===== src/rtl/sensor_conditioner.sv =====
// sensor_conditioner: conditions the two raw loop-detector inputs (roads A/B)
// into clean car-presence levels Sa/Sb plus one-cycle arrival pulses.
// Each channel has a 2-flop synchronizer, then a debounce/hold FSM.
// Optional stuck-sensor detection is built when SENSOR_STUCK_DET_EN is defined;
// without it fault_a/fault_b are constant 0.
//
// state   | meaning
// --------+-------------------------------------------------------------
// IDLE    | no car, Sx=0, waiting for first synchronized high sample
// ARM     | Sx=0, counting consecutive high samples toward acceptance
// ACTIVE  | Sx=1, minimum hold running or expired and input high
// RELEASE | Sx=1, counting consecutive low samples toward release
// FAULT   | Sx=0, fault_x=1, sensor stuck high; waits for a clean low run
module sensor_conditioner #(
  parameter int DEBOUNCE_CYCLES = 4,
  parameter int HOLD_CYCLES     = 8,
  parameter int STUCK_LIMIT     = 1024,
  parameter int CNT_W           = 16
) (
  input  logic clk,
  input  logic reset_n,
  input  logic raw_a,
  input  logic raw_b,
  output logic Sa,
  output logic Sb,
  output logic sa_rise,
  output logic sb_rise,
  output logic fault_a,
  output logic fault_b
);

  typedef enum logic [2:0] {
    ST_IDLE    = 3'd0,
    ST_ARM     = 3'd1,
    ST_ACTIVE  = 3'd2,
    ST_RELEASE = 3'd3
`ifdef SENSOR_STUCK_DET_EN
    ,
    ST_FAULT   = 3'd4
`endif
  } state_t;

  localparam logic [CNT_W-1:0] CNT_ONE  = CNT_W'(1);
  localparam logic [CNT_W-1:0] DB_LAST  = CNT_W'(DEBOUNCE_CYCLES - 1);
  localparam logic [CNT_W-1:0] HOLD_MAX = CNT_W'(HOLD_CYCLES);
`ifdef SENSOR_STUCK_DET_EN
  localparam logic [CNT_W-1:0] STUCK_LAST = CNT_W'(STUCK_LIMIT - 1);
`else
  // STUCK_LIMIT only matters when stuck detection is built in.
  logic unused_stuck_limit;
  assign unused_stuck_limit = ^STUCK_LIMIT;
`endif

  logic [1:0] raw_vec;
  logic [1:0] level_vec;
  logic [1:0] rise_vec;
  logic [1:0] fault_vec;

  assign raw_vec = {raw_b, raw_a};
  assign Sa      = level_vec[0];
  assign Sb      = level_vec[1];
  assign sa_rise = rise_vec[0];
  assign sb_rise = rise_vec[1];
  assign fault_a = fault_vec[0];
  assign fault_b = fault_vec[1];

  for (genvar ch = 0; ch < 2; ch++) begin : g_chan
    logic             sync_q1;
    logic             sync_x;
    state_t           state;
    logic [CNT_W-1:0] cnt;
    logic [CNT_W-1:0] hold;
    logic             level;
    logic             rise;
    logic             fault;
`ifdef SENSOR_STUCK_DET_EN
    logic [CNT_W-1:0] stuck;
`endif

    // bring the asynchronous detector input into the clk domain
    always_ff @(posedge clk or negedge reset_n) begin
      if (!reset_n) begin
        sync_q1 <= 1'b0;
        sync_x  <= 1'b0;
      end else begin
        sync_q1 <= raw_vec[ch];
        sync_x  <= sync_q1;
      end
    end

    // debounce / hold FSM with registered presence, pulse and fault outputs
    always_ff @(posedge clk or negedge reset_n) begin
      if (!reset_n) begin
        state <= ST_IDLE;
        cnt   <= '0;
        hold  <= '0;
        level <= 1'b0;
        rise  <= 1'b0;
`ifdef SENSOR_STUCK_DET_EN
        stuck <= '0;
        fault <= 1'b0;
`endif
      end else begin
        rise <= 1'b0;
        case (state)
          ST_IDLE: begin
            level <= 1'b0;
            cnt   <= '0;
`ifdef SENSOR_STUCK_DET_EN
            stuck <= '0;
`endif
            if (sync_x) begin
              if (DB_LAST == '0) begin
                state <= ST_ACTIVE;
                level <= 1'b1;
                rise  <= 1'b1;
                hold  <= '0;
              end else begin
                state <= ST_ARM;
                cnt   <= CNT_ONE;
              end
            end
          end
          ST_ARM: begin
            if (!sync_x) begin
              state <= ST_IDLE;
              cnt   <= '0;
            end else if (cnt == DB_LAST) begin
              state <= ST_ACTIVE;
              level <= 1'b1;
              rise  <= 1'b1;
              hold  <= '0;
              cnt   <= '0;
            end else begin
              cnt <= cnt + CNT_ONE;
            end
          end
          ST_ACTIVE: begin
            // input is ignored until the minimum hold has elapsed
            if (hold != HOLD_MAX) begin
              hold <= hold + CNT_ONE;
            end else if (!sync_x) begin
              if (DB_LAST == '0) begin
                state <= ST_IDLE;
                level <= 1'b0;
              end else begin
                state <= ST_RELEASE;
                cnt   <= CNT_ONE;
              end
            end
          end
          ST_RELEASE: begin
            // a return to high keeps the car present; hold stays saturated
            if (sync_x) begin
              state <= ST_ACTIVE;
              cnt   <= '0;
            end else if (cnt == DB_LAST) begin
              state <= ST_IDLE;
              level <= 1'b0;
              cnt   <= '0;
            end else begin
              cnt <= cnt + CNT_ONE;
            end
          end
`ifdef SENSOR_STUCK_DET_EN
          ST_FAULT: begin
            level <= 1'b0;
            if (sync_x) begin
              cnt <= '0;
            end else if (cnt == DB_LAST) begin
              state <= ST_IDLE;
              fault <= 1'b0;
              cnt   <= '0;
            end else begin
              cnt <= cnt + CNT_ONE;
            end
          end
`endif
          default: begin
            state <= ST_IDLE;
            level <= 1'b0;
            cnt   <= '0;
            hold  <= '0;
`ifdef SENSOR_STUCK_DET_EN
            fault <= 1'b0;
            stuck <= '0;
`endif
          end
        endcase
`ifdef SENSOR_STUCK_DET_EN
        // a dead-high sensor overrides the normal presence path
        if (state == ST_ACTIVE || state == ST_RELEASE) begin
          if (!sync_x) begin
            stuck <= '0;
          end else if (stuck == STUCK_LAST) begin
            state <= ST_FAULT;
            level <= 1'b0;
            fault <= 1'b1;
            cnt   <= '0;
            stuck <= '0;
          end else begin
            stuck <= stuck + CNT_ONE;
          end
        end
`endif
      end
    end

`ifndef SENSOR_STUCK_DET_EN
    assign fault = 1'b0;
`endif

    assign level_vec[ch] = level;
    assign rise_vec[ch]  = rise;
    assign fault_vec[ch] = fault;
  end

endmodule


===== config.mk =====
export PLATFORM = sky130hd
export DESIGN_NAME = sensor_conditioner
export DESIGN_NICKNAME = d
export VERILOG_FILES = /design/src/rtl/sensor_conditioner.sv
export SDC_FILE = /design/constraint.sdc
export NUM_CORES = 1
export LEC_CHECK = 0
export ABC_AREA = 1
export BUFFER_PORTS_ARGS = -buffer_cell sky130_fd_sc_hd__buf_2
export CAP_MARGIN = 20
export CORE_AREA = 2 2 120 122
export DETAILED_ROUTE_END_ITERATION = 8
export DIE_AREA = 0 0 122 124
export PLACE_DENSITY = 0.56
export SYNTH_ARGS = -nofsm -noshare
export SYNTH_HDL_FRONTEND = slang
export SYNTH_SLANG_ARGS = --single-unit

===== constraint.sdc =====
create_clock -name clk -period 1.8 [get_ports clk]
set_input_delay 0 -clock clk [delete_from_list [all_inputs] [get_ports clk]]
set_output_delay 0 -clock clk [all_outputs]
set_load 0.01 [all_outputs]

==> impl_metrics.tcl, run 1 <==
set metrics [dict create \
    status "finished clean" \
    grt_pass1_wl_um 22800 \
    drv_slew 0 \
    start_util_pct 39.4 \
    power.total_mw 6.90 \
    avgSynthCellArea_um2 6.90 \
    synth-xor-area-share_pct 3.56 \
    period_minus_slack_ns 1.66 \
    wl_per_cell_um 13.1 \
    ioPinCount 10 \
    rows 43 \
    grt_pass1_vias 4863 \
    synth.mux.area_fraction_pct 0 \
    synthArstFlopShare_pct 100 \
    synth_common_cells "nand2_1, nor2_1, inv_1, dfrtp_1, nand3_1" \
    max_cap_viol_count 0 \
    path_class "flop to flop" \
    synth_edf_count 0 \
    gp_congestion 0.827 \
    synthToLayoutAreaGrowth_pct 13.8 \
    yosysMostFrequentCell "nand2_1" \
    synth_cells 784 \
    ys.flop_type "dfrtp_1" \
    vdd_drop_max_v 0.000472 \
    antenna_left 0 \
    track_usage_pct 18.7 \
    ctsHtreeMaxLevel 3 \
    ys_warn_count 0 \
    antenna_found_initial 0 \
    fin_ws_ns 0.137 \
    hold_path.class "input port to async pin" \
    fin_skew_ns 0.00847 \
    cts_made_buffers 9 \
    powerDensity_nw_per_um2 1120 \
    slowest_stage "dfrtp_1" \
    dieWidth_um 122 \
    grt_setup_unrepaired "false" \
    path_cells "ha_4 -> inv_2 -> nor2_2 -> nand2_1 -> nor2_2 -> nand2_2 -> nand2_4 -> nand3b_4 -> buf_12 -> nand2_1 -> o21ai_2" \
    crit_arrival_ns 1.90 \
    cts_root_buf "clkbuf_16" \
    synth-simple-area-share_pct 39.8 \
    synth_top_family_by_area "simple AND/OR/NAND/NOR gates" \
    cts_tree "built" \
    dr.pass1.iters 5 \
    synthTopCellsByArea "dfrtp_1, nand2_1, nor2_1, nand3_1, inv_1" \
    dieHeight_um 124 \
    crit_path_start_kind "flop" \
    place_ws_ns 0.0262 \
    wl_um 13000 \
    finalSetupViolations 0 \
    synth_compound_area_share_pct 8.67 \
    crit_path_max_incr_delay_ns 0.42 \
    clk_path_buf_depth 2 \
    viasPerCell 5.13 \
    dp_hpwl_um 9500 \
    clk_latency_ns 0.34 \
    num_vias 5091 \
    route.detailed.drc 0 \
    end_kind "flop" \
    fin_nets 826 \
    port_buffers 7 \
    synth_area_leader_cell "dfrtp_1" \
    synth.yosys.seq_area_share_pct 35.2 \
    path_clk_slew_ns 0.06 \
    synth_top_area_share_pct 35.2 \
    power_leakage_nw 2.87 \
    grt_max_degree 58 \
    synth-adder-area-share_pct 3.24 \
    core-area_um2 13700 \
    setup_tns_ns 0 \
    cts_num_sinks 76 \
    critical_path_required_ns 2.04 \
    worstPathMaxFanout 13 \
    hold_violations 0 \
    cts_setup_buffers 0 \
    syn_area_um2 5410 \
    drive_above_1_share_pct 12.2 \
    dieArea_um2 15100 \
    r2r_slack_ns 0.14 \
    synth_cell_types 40 \
    fill_cells 1418 \
    ys_ff_latch 76 \
    finalCritPeriodShare_pct 92.4 \
    grt_overflow 0 \
    diodes 0 \
    fmax_mhz 601 \
    hold_ws_ns 0.0850 \
    drtIter0Drc 295 \
]
[cell usage in the layout (no fill, tap or decap), types with 2 or more instances in the layout]
master / Yosys / final
nand3_1: 72 / 72
nand4_1: 40 / 40
buf_12: 0 / 4
buf_2: 4 / 6
clkbuf_16: 0 / 9
nor4_1: 2 / 2
ha_1: 14 / 11
buf_4: 5 / 20
nand3b_1: 2 / 2
nand2_2: 2 / 4
inv_2: 3 / 3
nand3_2: 2 / 2
nor2_1: 101 / 101
xor2_1: 20 / 20
clkbuf_8: 1 / 2
o21bai_1: 3 / 3
o21ai_1: 10 / 9
xnor2_1: 2 / 2
a21oi_1: 13 / 12
o21ai_2: 19 / 21
nand2_4: 2 / 3
nor2_4: 3 / 3
nor3_1: 14 / 14
conb_1: 1 / 2
dfrtp_1: 76 / 75
o21a_1: 2 / 2
bufinv_16: 0 / 3
inv_1: 87 / 87
ha_2: 0 / 2
o21ai_0: 27 / 26
nor3_2: 2 / 2
nand2_1: 230 / 227
nor2_2: 6 / 6
dlygate4sd3_1: 0 / 3
[metal layers]
layer  global-route usage, %  part of all wire (%)  wire length, µm  vias up
met5                       0                     0                0        -
met4                    7.40                   2.1              273        0
met3                    2.88                   3.1              400       18
met2                    31.4                    48             6200       76
met1                    24.4                    47             6150     2408
li1                        -                     -                -     2589
[power breakdown]
part / switching (mW) / internal (mW)
Clock: 0.746 / 1.43
Sequential: 0.157 / 1.86
Combinational: 1.76 / 0.946
Total: 2.67 / 4.24
[critical path: cells and delay by family (launching register included)]
family | cells | cell delay (ns)
buffers and inverters | 2 | 0.24
AND/OR/NAND/NOR | 7 | 0.65
adder cells (fa/ha/maj) | 1 | 0.19
flip-flops | 1 | 0.42
AO/OA/AOI/OAI | 1 | 0.05
[flip-flops by register name (all words and copies together), names as in the netlist, named ones only]
| register | flops |
|---|---|
| sb_rise | 1 |
| g_chan.state | 2 |
| g_chan.sync_q1 | 2 |
| sa_rise | 1 |
| Sb | 1 |
| Sa | 1 |
| g_chan.sync_x | 2 |
| g_chan.cnt | 32 |
| g_chan.hold | 32 |
[final timing paths]
path / startpoint / to / cells after the start
setup / recovery: g_chan[0].cnt[0] / g_chan[0].hold[10] / 11
hold / removal: reset_n / g_chan[0].hold[4] / 2
setup reg to reg: g_chan[0].cnt[0] / g_chan[0].hold[10] / 11
hold reg to reg: g_chan[0].sync_q1 / g_chan[0].sync_x / 0
max in group asynchronous: reset_n / g_chan[1].cnt[7] / 3
min in group clk: raw_b / g_chan[1].sync_q1 / 2
[logic make-up (layout without fill, tap and decap cells)]
kind of cell / Yosys count / count (layout)
fa+ha+maj: 14 / 14
flops: 76 / 76
xor+xnor: 22 / 22
other cells: 1 / 2
buf+inv: 113 / 141
simple gates: 482 / 482
compound gates: 76 / 76
[repair_timing]
action	4_1_cts	5_1_grt
endpoints found under the setup margin	0	37
gates resized for setup	0	14
hold buffers	3	0
endpoints found under the hold margin	78	0
[per-stage QoR]
stage / utilization (%) / cells / instance area, µm²
2_1_floorplan: - / 785 / 5410
3_3_place_gp: 41.8 / 974 / 5730
3_5_place_dp: 41.8 / 974 / 5730
4_1_cts: 44.6 / 993 / 6110
5_1_grt: 44.9 / 993 / 6160
6_report: 44.9 / 993 / 6160
[area by class of cell]
class | instances | area [µm²] | area share (%)
clock buffer | 12 | 256 | 4.16
clock inverter | 4 | 95.1 | 1.54
inverter | 92 | 352 | 5.71
multi-input combinational | 596 | 3040 | 49.3
sequential | 76 | 1900 | 30.9
tap | 180 | 225 | 3.66
timing repair buffer | 33 | 290 | 4.71
Power figures use the tool's default switching activity.
==> run 2, diff against run 1 <==
==> constraint.sdc (replaced) <==
create_clock -name clk -period 1.65 [get_ports clk]
set_input_delay 0 -clock clk [delete_from_list [all_inputs] [get_ports clk]]
set_output_delay 0 -clock clk [all_outputs]
set_load 0.01 [all_outputs]
==> run 2 against run 1 <==
  * Die area unchanged
  * Critical path type unchanged
  * Total power rose by 12%
  * Clock skew shrank 0.00092 ns
  * Combinational power grew 35%
  * Highest routed layer unchanged
==> impl_metrics.tcl, run 2 (synthesized netlist as in run 1, its figures left out) <==
set metrics [dict create \
    powerDensity_nw_per_um2 1170 \
    fin_nets 874 \
    grt_pass1_vias 4915 \
    path_cells "ha_4 -> inv_2 -> nor2_2 -> nand2_1 -> nor2_2 -> nand2_2 -> nand2_4 -> nand3b_4 -> buf_12 -> nand2_1 -> o21ai_2" \
    cts_root_buf "clkbuf_16" \
    slew_headroom_pct 66.8 \
    track_usage_pct 18.8 \
    dieHeight_um 124 \
    fin_ws_ns 0.0576 \
    core-area_um2 13700 \
    ioPinCount 10 \
    hold_path.class "input port to async pin" \
    power.total_mw 7.71 \
    path_class "flop to flop" \
    wl_um 13600 \
    antenna_found_initial 0 \
    period_minus_slack_ns 1.59 \
    dr.pass1.iters 5 \
    layout_commonest_cell "nand2_1" \
    grt_max_degree 35 \
    final_cell_mix "nand2_1, nor2_1, inv_1, dfrtp_1, nand3_1" \
    port_buffers 7 \
    clk_latency_ns 0.35 \
    drtIter0Drc 331 \
    wl_per_cell_um 13.1 \
    status "finished clean" \
    vdd_drop_max_v 0.000898 \
    synthToLayoutAreaGrowth_pct 22.3 \
    finalCritPeriodShare_pct 96.5 \
    dieWidth_um 122 \
    num_vias 5243 \
    max_cap_viol_count 0 \
    crit_arrival_ns 1.83 \
    cts_tree "built" \
    finalNonFillerCells 1041 \
    reg_top3 "g_chan.cnt: 32 flops, g_chan.hold: 32 flops" \
    place_inst 1013 \
    drive_above_1_share_pct 20.6 \
    fin_skew_ns 0.00755 \
    rows 43 \
    end_kind "flop" \
    worstPathMaxFanout 20 \
    crit_path_start_kind "flop" \
    crit_path_max_incr_delay_ns 0.42 \
    grt_setup_unrepaired "true" \
    pwr-share-seq_pct 28.4 \
    critical_path_required_ns 1.89 \
    viasPerCell 5.04 \
    grt_overflow 0 \
    clkPwrFrac_pct 24.1 \
    setup_tns_ns 0 \
    diodes 0 \
    cts_num_sinks 76 \
    finalSetupViolations 0 \
    p_int_mw 4.55 \
    power_leakage_nw 3.12 \
    grt_pass1_wl_um 22700 \
    ctsHtreeMaxLevel 3 \
    place_ws_ns -0.0126 \
    route.detailed.drc 0 \
    clk_path_buf_depth 2 \
    cts_made_buffers 9 \
    antenna_left 0 \
    p_switching_mw 3.16 \
    dp_hpwl_um 9930 \
    gp_congestion 0.879 \
    path_clk_slew_ns 0.06 \
    fill_cells 1385 \
    pwr-share-comb_pct 47.5 \
    tightest_slew_ns 0.494 \
    start_util_pct 39.4 \
    slowest_stage "dfrtp_1" \
    dieArea_um2 15100 \
    drv_slew 0 \
    hold_violations 0 \
    netSwitchingFraction_pct 40.9 \
    fmax_mhz 628 \
]
-- run 2: cell count changes in the layout (fill, tap and decap cells not counted), sizes merged --
| cell | previous run | this run |
|---|---|---|
| clkinv | 1 | 5 |
| nor2 | 110 | 111 |
| clkinvlp | 1 | 2 |
| buf | 30 | 75 |
| bufinv | 3 | 0 |
| inv | 91 | 90 |
| clkbuf | 12 | 13 |
-- run 2: final timing paths --
check,to,start,depth (start not counted),slack [ns]
min in group clk,g_chan[1].sync_q1,raw_b,2,0.31
worst max register to register,g_chan[0].hold[1],g_chan[0].cnt[0],11,0.06
worst max-delay path,g_chan[0].hold[1],g_chan[0].cnt[0],11,0.06
worst min-delay path,g_chan[0].hold[6],reset_n,2,0.12
worst min register to register,g_chan[1].sync_x,g_chan[1].sync_q1,0,0.35
max in group asynchronous,g_chan[1].cnt[12],reset_n,3,0.95
-- run 2: per-stage QoR --
step | hold slack, ns | utilization (%) | cell area, µm²
global placement | -0.0573 | 43.9 | 6020
CTS | 0.129 | 46.1 | 6330
finish | 0.118 | 48.2 | 6620
floorplan | -0.296 | - | 5410
global route | 0.163 | 48.2 | 6620
detailed placement | -0.0463 | 43.9 | 6020
-- run 2: cell type report --
cell class / count / area, µm² / area share [%]
clock buffers: 11 / 243 / 3.67
clock inverters: 5 / 27.5 / 0.416
inverters: 92 / 354 / 5.35
multi-input cells: 597 / 3180 / 48.1
flip-flops and latches: 76 / 1900 / 28.8
well taps: 180 / 225 / 3.40
repair buffers: 80 / 682 / 10.3
-- run 2: what timing repair did --
action / 4_1_cts / 5_1_grt
hold buffers: 3 / 0
pin swaps: 0 / 9
resized for setup: 2 / 56
buffers inserted: 0 / 6
endpoints found under the setup margin: 3 / 63
cloned: 0 / 3
hold endpoints to repair: 78 / 0
-- run 2: layer usage --
metal | GRT usage [%] | wire length [µm]
met3 | 3.57 | 494
met2 | 31.4 | 6380
met4 | 6.61 | 247
met1 | 24.4 | 6480
met5 | 0 | 0
-- run 2: power groups by stage --
stage | Sequential, mW | Clock [mW] | Combinational [mW]
global placement | 2.19 | 0 | 3.08
floorplan | 2.20 | 0 | 2.19
global route | 2.21 | 1.99 | 4.07
detailed placement | 2.20 | 0 | 3.11
CTS | 2.17 | 1.92 | 3.13
finish | 2.19 | 1.86 | 3.67
-- run 2: critical path, delay by kind of cell, from the launching register on --
family | cells | cell delay, ns
fa+ha+maj | 1 | 0.19
compound gates | 1 | 0.05
buf+inv | 2 | 0.22
flops | 1 | 0.42
simple gates | 7 | 0.61
